$ cat src/rtl/tinyodin_obi_mem_bridge_pkg.sv
`default_nettype none
// ============================================================================
// Module : tinyodin_mem_pkg
// Brief  : Shared types, constants and the byte-merge helper used by the
//          tinyODIN OBI-to-SRAM bridge.
//          Contents:
//            bridge_state_e - bridge FSM state encoding
//            FULL_BE        - byte-enable value of a whole-word write
//            obi_req_t      - default OBI request struct (req, we, be, addr, wdata)
//            obi_rsp_t      - default OBI response struct (gnt, rvalid, rdata)
//            be_merge()     - per-byte merge of new data over an old word
// Rev    : 1.0 - initial release
// ============================================================================
package tinyodin_mem_pkg;

   localparam logic [3:0] FULL_BE = 4'hF;

   typedef enum logic [2:0] {
      ST_IDLE     = 3'd0,
      ST_RD_WAIT  = 3'd1,
      ST_RMW_WAIT = 3'd2,
      ST_RMW_WR   = 3'd3,
      ST_WR_RESP  = 3'd4
   } bridge_state_e;

   typedef struct packed {
      logic        req;
      logic        we;
      logic [3:0]  be;
      logic [31:0] addr;
      logic [31:0] wdata;
   } obi_req_t;

   typedef struct packed {
      logic        gnt;
      logic        rvalid;
      logic [31:0] rdata;
   } obi_rsp_t;

   // Bytes whose enable is set come from new_w, the rest keep old_w.
   function automatic logic [31:0] be_merge(input logic [31:0] old_w,
                                            input logic [31:0] new_w,
                                            input logic [3:0]  be);
      logic [31:0] merged;
      merged = old_w;
      for (int i = 0; i < 4; i++) begin
         if (be[i]) begin
            merged[8*i +: 8] = new_w[8*i +: 8];
         end
      end
      return merged;
   endfunction

endpackage
`default_nettype wire

$ cat src/rtl/tinyodin_obi_mem_bridge.sv
`default_nettype none
// ============================================================================
// Module : tinyodin_obi_mem_bridge
// Brief  : OBI slave endpoint for one tinyODIN memory (spike, neuron or
//          synapse). Turns OBI requests into single-port SRAM accesses; byte
//          enabled partial writes become read-modify-write. The tinyODIN core
//          shares the SRAM port and always wins it.
// Ports  :
//   clk_i        in   clock
//   rst_ni       in   synchronous active-low reset
//   obi_req_i    in   OBI request (req, we, be, word addr, wdata)
//   obi_resp_o   out  OBI response (gnt, rvalid, rdata)
//   core_busy_i  in   core owns the SRAM port this cycle
//   mem_cs_o     out  SRAM chip select
//   mem_we_o     out  SRAM write enable
//   mem_addr_o   out  SRAM word address
//   mem_wdata_o  out  SRAM write data
//   mem_rdata_i  in   SRAM read data, RD_LAT cycles after a read select
// Rev    : 1.0 - initial release
// ============================================================================
module tinyodin_obi_mem_bridge
   import tinyodin_mem_pkg::*;
#(
   parameter int  ADDR_W = 8,
   parameter int  DATA_W = 32,
   parameter int  RD_LAT = 1,
   parameter type req_t  = obi_req_t,
   parameter type rsp_t  = obi_rsp_t
) (
   input  logic              clk_i,
   input  logic              rst_ni,
   input  req_t              obi_req_i,
   output rsp_t              obi_resp_o,
   input  logic              core_busy_i,
   output logic              mem_cs_o,
   output logic              mem_we_o,
   output logic [ADDR_W-1:0] mem_addr_o,
   output logic [DATA_W-1:0] mem_wdata_o,
   input  logic [DATA_W-1:0] mem_rdata_i
);

   localparam logic [1:0] c_RD_LAT = 2'(RD_LAT);

   bridge_state_e     state_q, state_d;
   logic [1:0]        cnt_q, cnt_d;
   logic [ADDR_W-1:0] addr_q, addr_d;
   logic [3:0]        be_q, be_d;
   // Holds the write data of a partial write, later the merged word.
   logic [DATA_W-1:0] wdata_q, wdata_d;

   logic              w_rd_done;
   logic              w_can_accept;
   logic [DATA_W-1:0] w_merged;
   // Upper address bits are intentionally ignored.
   logic              w_unused_req;

   assign w_unused_req = ^obi_req_i;

   // The last read-wait cycle already behaves as IDLE so a new request can be
   // granted in the same cycle as the previous read's rvalid.
   assign w_rd_done    = (state_q == ST_RD_WAIT) && (cnt_q == c_RD_LAT);
   assign w_can_accept = (state_q == ST_IDLE) || w_rd_done;
   assign w_merged     = be_merge(mem_rdata_i, wdata_q, be_q);

   always_comb begin
      state_d     = state_q;
      cnt_d       = cnt_q;
      addr_d      = addr_q;
      be_d        = be_q;
      wdata_d     = wdata_q;
      obi_resp_o  = '0;
      mem_cs_o    = 1'b0;
      mem_we_o    = 1'b0;
      mem_addr_o  = '0;
      mem_wdata_o = '0;

      if (!rst_ni) begin
         // Reset cycle: no response, no SRAM access, whatever was pending.
         state_d = ST_IDLE;
         cnt_d   = '0;
      end else begin
         case (state_q)
            ST_RD_WAIT: begin
               if (cnt_q == c_RD_LAT) begin
                  obi_resp_o.rvalid = 1'b1;
                  obi_resp_o.rdata  = mem_rdata_i;
                  state_d           = ST_IDLE;
                  cnt_d             = '0;
               end else begin
                  cnt_d = cnt_q + 2'd1;
               end
            end
            ST_RMW_WAIT: begin
               if (cnt_q == c_RD_LAT) begin
                  cnt_d = '0;
                  if (!core_busy_i) begin
                     mem_cs_o    = 1'b1;
                     mem_we_o    = 1'b1;
                     mem_addr_o  = addr_q;
                     mem_wdata_o = w_merged;
                     state_d     = ST_WR_RESP;
                  end else begin
                     // Read data is only valid this cycle; keep the merge.
                     wdata_d = w_merged;
                     state_d = ST_RMW_WR;
                  end
               end else begin
                  cnt_d = cnt_q + 2'd1;
               end
            end
            ST_RMW_WR: begin
               if (!core_busy_i) begin
                  mem_cs_o    = 1'b1;
                  mem_we_o    = 1'b1;
                  mem_addr_o  = addr_q;
                  mem_wdata_o = wdata_q;
                  state_d     = ST_WR_RESP;
               end
            end
            ST_WR_RESP: begin
               obi_resp_o.rvalid = 1'b1;
               state_d           = ST_IDLE;
            end
            default: begin
            end
         endcase

         if (w_can_accept && obi_req_i.req && !core_busy_i) begin
            obi_resp_o.gnt = 1'b1;
            addr_d         = obi_req_i.addr[ADDR_W-1:0];
            if (!obi_req_i.we) begin
               mem_cs_o   = 1'b1;
               mem_addr_o = obi_req_i.addr[ADDR_W-1:0];
               state_d    = ST_RD_WAIT;
               cnt_d      = 2'd1;
            end else if (obi_req_i.be == FULL_BE) begin
               mem_cs_o    = 1'b1;
               mem_we_o    = 1'b1;
               mem_addr_o  = obi_req_i.addr[ADDR_W-1:0];
               mem_wdata_o = obi_req_i.wdata;
               state_d     = ST_WR_RESP;
            end else if (obi_req_i.be == 4'h0) begin
               // Nothing to write; just acknowledge.
               state_d = ST_WR_RESP;
            end else begin
               mem_cs_o   = 1'b1;
               mem_addr_o = obi_req_i.addr[ADDR_W-1:0];
               be_d       = obi_req_i.be;
               wdata_d    = obi_req_i.wdata;
               state_d    = ST_RMW_WAIT;
               cnt_d      = 2'd1;
            end
         end
      end
   end

   always_ff @(posedge clk_i) begin
      if (!rst_ni) begin
         state_q <= ST_IDLE;
         cnt_q   <= '0;
         addr_q  <= '0;
         be_q    <= '0;
         wdata_q <= '0;
      end else begin
         state_q <= state_d;
         cnt_q   <= cnt_d;
         addr_q  <= addr_d;
         be_q    <= be_d;
         wdata_q <= wdata_d;
      end
   end

endmodule
`default_nettype wire

$ cat config.mk
export PLATFORM = sky130hd
export DESIGN_NAME = tinyodin_obi_mem_bridge
export DESIGN_NICKNAME = d
export VERILOG_FILES = /design/src/rtl/tinyodin_obi_mem_bridge_pkg.sv /design/src/rtl/tinyodin_obi_mem_bridge.sv
export SDC_FILE = /design/constraint.sdc
export NUM_CORES = 1
export LEC_CHECK = 0
export ABC_CLOCK_PERIOD_IN_PS = 2200
export CORE_ASPECT_RATIO = 0.7
export CORE_MARGIN = 2
export CORE_UTILIZATION = 38
export CTS_CLUSTER_SIZE = 14
export DETAILED_ROUTE_END_ITERATION = 8
export PLACE_DENSITY = 0.78
export REMOVE_ABC_BUFFERS = 1
export SKIP_CTS_REPAIR_TIMING = 1
export SLEW_MARGIN = 0
export SYNTH_ARGS = -nofsm -noshare
export SYNTH_HDL_FRONTEND = slang
export SYNTH_SLANG_ARGS = --single-unit
$ cat constraint.sdc
create_clock -name clk_i -period 2.2 [get_ports clk_i]
set_input_delay 0.44 -clock clk_i [delete_from_list [all_inputs] [get_ports clk_i]]
set_output_delay 0.44 -clock clk_i [all_outputs]
set_load 0.05 [all_outputs]
# Word level (Yosys, flattened, before mapping)
# Cells that the tools add are included.
[op_classes]
n_addsub = 1
n_mux = 59
reduce_logical = 11
div = 0
n_shift = 0
n_eq_ne = 9
multipliers = 0
bitwise = 2
order_cmp = 0
[op_table]
columns = ["cell", "count"]
rows = [
  ["$mux W32", 15],
  ["$mux W8", 11],
  ["$pmux W32 S2", 1],
  ["$mux W34", 1],
  ["$mux W33", 1],
  ["$mux W3", 8],
  ["$pmux W8 S2", 1],
  ["$mux W1", 12],
  ["$mux W2", 6],
  ["$pmux W3 S4", 1],
  ["$reduce_and A4 Y1", 2],
  ["$eq A3 B2 Y1 const B", 2],
  ["$ne A3 B3 Y1 const B", 2],
  ["$reduce_bool A5 Y1", 1],
  ["$eq A4 B4 Y1 const B", 1],
  ["$logic_not A4 Y1", 1],
  ["$pmux W1 S2", 2],
  ["$eq A3 B1 Y1 const B", 1],
  ["$eq A3 B3 Y1 const B", 1],
  ["$logic_and A1 B1 Y1", 3],
  ["$logic_not A3 Y1", 1],
  ["$ne A3 B1 Y1 const B", 1],
  ["$add A2 B1 Y2 const B", 1],
  ["$eq A2 B1 Y1 const B", 1],
  ["4 further kinds", 5],
]
[totals]
latch_bits = 0
input_bits = 105
rom_bits = 0
reg_bits = 49
ramBits = 0
elab_cells = 87
memories = 0
output_inout_bits = 76

# Logic depth before layout (Yosys ltp)
[depth]
word_depth = 8
depth_mapped = 7
ltp_nobuf = 4

# Worst setup path before layout
# No wires, ideal clock.
[synth_timing]
path_type = "input to output"
start = "input core_busy_i"
end = "output mem_wdata_o[0]"
setup_slack_ps = -590
required_ps = 1760
path_buffers = 0
path_stages = 4
t_arrival_ps = 2350
path_cell_list = "or4b_4 a2111oi_4 nand2_1 a21oi_1"
[synth_between]
elab_chain_len = 7
elab_cells_between_ends = 10
[synth_lines]
columns = ["element", "line", "text"]
rows = [
  ["start: declaration", "tinyodin_obi_mem_bridge.sv:34", "input logic core_busy_i,"],
  ["$mux W32", "tinyodin_obi_mem_bridge.sv:96", "if (!core_busy_i) begin"],
  ["$mux W32", "tinyodin_obi_mem_bridge.sv:94", "if (cnt_q == c_RD_LAT) begin"],
  ["$pmux W32 S2", "tinyodin_obi_mem_bridge.sv:82", "case (state_q)"],
  ["$mux W32", "tinyodin_obi_mem_bridge.sv:136", "end else if (obi_req_i.be == FULL_BE) begin"],
  ["$mux W32", "tinyodin_obi_mem_bridge.sv:131", "if (!obi_req_i.we) begin"],
  ["$mux W32 (*)", "tinyodin_obi_mem_bridge.sv:128", "if (w_can_accept && obi_req_i.req && !core_busy_i) begin"],
  ["$mux W32 (*)", "tinyodin_obi_mem_bridge.sv:77", "if (!rst_ni) begin"],
  ["end: declaration", "tinyodin_obi_mem_bridge.sv:38", "output logic [DATA_W-1:0] mem_wdata_o,"],
]
# Mark *: on every way between the ends. The rest lies on a longest branch, timed or not.

# Worst setup path after layout
[layout_timing]
start = "register state_q[2]"
end = "output mem_wdata_o[26]"
[layout_between]
elab_chain_len = 7
elab_cells_between_ends = 13
[layout_lines]
columns = ["element", "line", "text"]
rows = [
  ["start: declaration", "tinyodin_obi_mem_bridge.sv:44", "bridge_state_e state_q, state_d;"],
  ["start signal: assignment", "tinyodin_obi_mem_bridge.sv:165", "state_q <= state_d;"],
  ["branches (longest 5 deep; another with $pmux W32 S2)", "n/a", ""],
  ["$mux W32 (*)", "tinyodin_obi_mem_bridge.sv:128", ""],
  ["$mux W32 (*)", "tinyodin_obi_mem_bridge.sv:77", ""],
]
# Mark *: on every way between the ends.

==> results_dict.tcl <==
set metrics [dict create \
    diodes 0 \
    final_common_cell "buf_12" \
    finClkSkew_ns 0.00582 \
    violations "negative setup slack" \
    grt_pass1_vias 4457 \
    synth_edf_count 0 \
    max_freq_ghz 0.384 \
    tightestPinTransition_ns 0.632 \
    wl_per_cell_um 18.7 \
    crit_type "register to output port" \
    setup_viol_count_final 75 \
    rsz0062_at_grt "yes" \
    reg2reg_depth 6 \
    pin_count 181 \
    synth_flop_cell "dfxtp_1" \
    grtUsageTotal_pct 24.6 \
    p_leak_nw 2.61 \
    fin_ws_ns -0.405 \
    max_stage_delay_ns 0.55 \
    grt_max_degree 36 \
    p_comb_share_pct 51.0 \
    cts_buffer_depth 2 \
    drive_gt1_share_pct 40.8 \
    synth_cells 496 \
    cts_root_buf "clkbuf_16" \
    grt_overflow 0 \
    place_hpwl_um 10300 \
    crit_path_cell_trace "or4b_4, a2111oi_4, buf_6, buf_8, nand2_1, a21oi_2, buf_12" \
    antenna_found_initial 0 \
    r2r_slack_ns 0.16 \
    drv_slew 0 \
    r2r_end "wdata_q[13]" \
    layout_min_cycle_time_ns 2.61 \
    clk_latency_ns 0.29 \
    clkPwrFrac_pct 20.1 \
    grt_pass1_wl_um 21500 \
    drt_wl_total_um 15200 \
    max_cap_viol_count 0 \
    nets 793 \
    status "finished, violations left" \
    power_frac_seq_pct 29.0 \
    synth_seq_cells 49 \
    worstPathArrival_ns 2.17 \
    mostFrequentLayoutCells "81 x buf_12, 73 x clkdlybuf4s50_1, 58 x buf_4" \
    drc 0 \
    min_path_type "register to register" \
    initial_utilization_pct 39.2 \
    min_path_cells 2 \
    start_kind "register" \
    area_delta_synth_final_pct 93.3 \
    die_x_um 124 \
    routabilityCongestion 0.874 \
    holdWs_ns 0.502 \
    worstPathMaxFanout 5 \
    cts_buffers 5 \
    ant_nets 0 \
    p_per_area_nw_per_um2 522 \
    hold_viol 0 \
    dr.pass1.iters 5 \
    syn_area_per_cell_um2 7.72 \
    rr_startpoint "state_q[2]" \
    ys.warnings.count 0 \
    synthesis.area_um2 3830 \
    period_share_pct 118 \
    sw_frac_of_total_pct 38.4 \
    yosysSeqAreaShare_pct 25.6 \
    min-delay-start "addr_q[1]" \
    p_sw_mw 1.48 \
    coreArea_um2 9760 \
    holdPathEnd "addr_q[1]" \
    portBuffers 156 \
    cts_tree "built" \
    ys_async_sr_fraction_pct 0 \
    vias 4729 \
    cpMaxStageDelayCell "or4b_4" \
    htreeDepth 2 \
    power_mw 3.87 \
    worst_setup_path_end_kind "output port" \
    cts.sinks 49 \
    drt_iter0_markers 366 \
    cp.required_ns 1.76 \
    dieArea_um2 10900 \
    ys_types 47 \
    p_int_mw 2.38 \
    path_clk_slew_ns 0.07 \
    rows 30 \
    ir_worst_vdd_mv 0.332 \
    die_h_um 88.0 \
    viasPerCell 5.80 \
    maxSlewHeadroom_pct 57.9 \
]
-- metrics by stage --
stage,util (%),setup TNS (ns),cells,cell area (um2),setup slack (ns)
global placement,67.4,-46.90,789,6580,-0.749
finish,75.9,-19.62,816,7400,-0.405
global route,75.9,-23.42,816,7400,-0.448
CTS,68.8,-40.46,796,6720,-0.811
detailed placement,67.4,-52.21,789,6580,-0.803
floorplan,-,-95.21,449,3610,-1.51
-- cell families (layout without fill, tap and decap cells) --
group                  Yosys count  after routing  synth area share, %
buffers and inverters           52            244                 6.21
XOR/XNOR                         2              2                0.457
AND/OR/NAND/NOR                158            158                 21.9
flip-flops                      49             49                 25.6
multiplexers                    41             41                 10.7
AO/OA/AOI/OAI                  194            194                 35.1
-- registers in the layout, indices dropped and copies added, names as in the netlist --
signal and count:
wdata_q 32, state_q 3, be_q 4, addr_q 8
cnt_q 2
-- worst max-delay path, delay by kind of cell (launching register included) --
family	cells	cell delay (ns)
compound gates	2	0.43
buf+inv	3	0.49
flops	1	0.32
simple gates	2	0.63
-- routing by layer --
metal	vias to the layer above	wire length, um	global-route usage (%)
met2	240	7290	42.3
li1	2175	-	-
met5	-	0	0
met4	0	277	5.72
met3	24	1330	5.66
met1	2290	6350	31.7
-- Yosys cell counts, types with 2 or more instances --
cell,number,area (um2)
a21oi_2,30,263
nor4_1,2,12.5
nor3_2,4,40.0
o21a_1,2,15.0
buf_4,2,15.0
nor2_1,21,78.8
dfxtp_1,49,981
clkbuf_1,31,116
buf_2,10,50.1
nand3_1,4,20.0
a311oi_1,2,17.5
a32oi_1,8,70.1
nor3_1,3,15.0
nor2b_1,3,18.8
a21o_1,32,240
mux2i_1,40,400
nor4bb_1,2,20.0
and2_1,33,206
a21oi_1,41,205
nand2_1,69,259
nand2b_1,2,12.5
buf_6,3,33.8
o21ai_0,38,190
inv_1,4,15.0
nor4b_2,4,60.1
and3b_1,5,43.8
o31ai_1,32,240
-- worst max path at each step --
stage	start	endpoint	cells after the start	slack, ns
3_3_place_gp	obi_req_i[69]	mem_wdata_o[1]	7	-0.75
5_1_grt	state_q[2]	mem_wdata_o[18]	7	-0.45
3_5_place_dp	obi_req_i[69]	mem_wdata_o[0]	7	-0.80
4_1_cts	obi_req_i[69]	mem_wdata_o[0]	7	-0.81
2_1_floorplan	state_q[0]	obi_resp_o[0]	3	-1.51
6_report	state_q[2]	mem_wdata_o[26]	7	-0.41
-- power by group through the flow --
stage	clock network, mW	registers [mW]	logic [mW]
6_report	0.776	1.12	1.97
5_1_grt	0.819	1.13	2.08
4_1_cts	0.778	1.11	1.78
3_5_place_dp	0	1.12	1.77
3_3_place_gp	0	1.12	1.71
2_1_floorplan	0	1.15	0.854
-- area by class of cell --
| class | count | area (um2) |
|---|---|---|
| Timing Repair Buffer | 232 | 3060 |
| Multi-Input combinational cell | 395 | 3040 |
| Fill cell | 627 | 2350 |
| Sequential cell | 49 | 987 |
| Tap cell | 128 | 160 |
| Clock buffer | 7 | 143 |
| Inverter | 5 | 18.8 |
(Power assumes the default switching activity.)
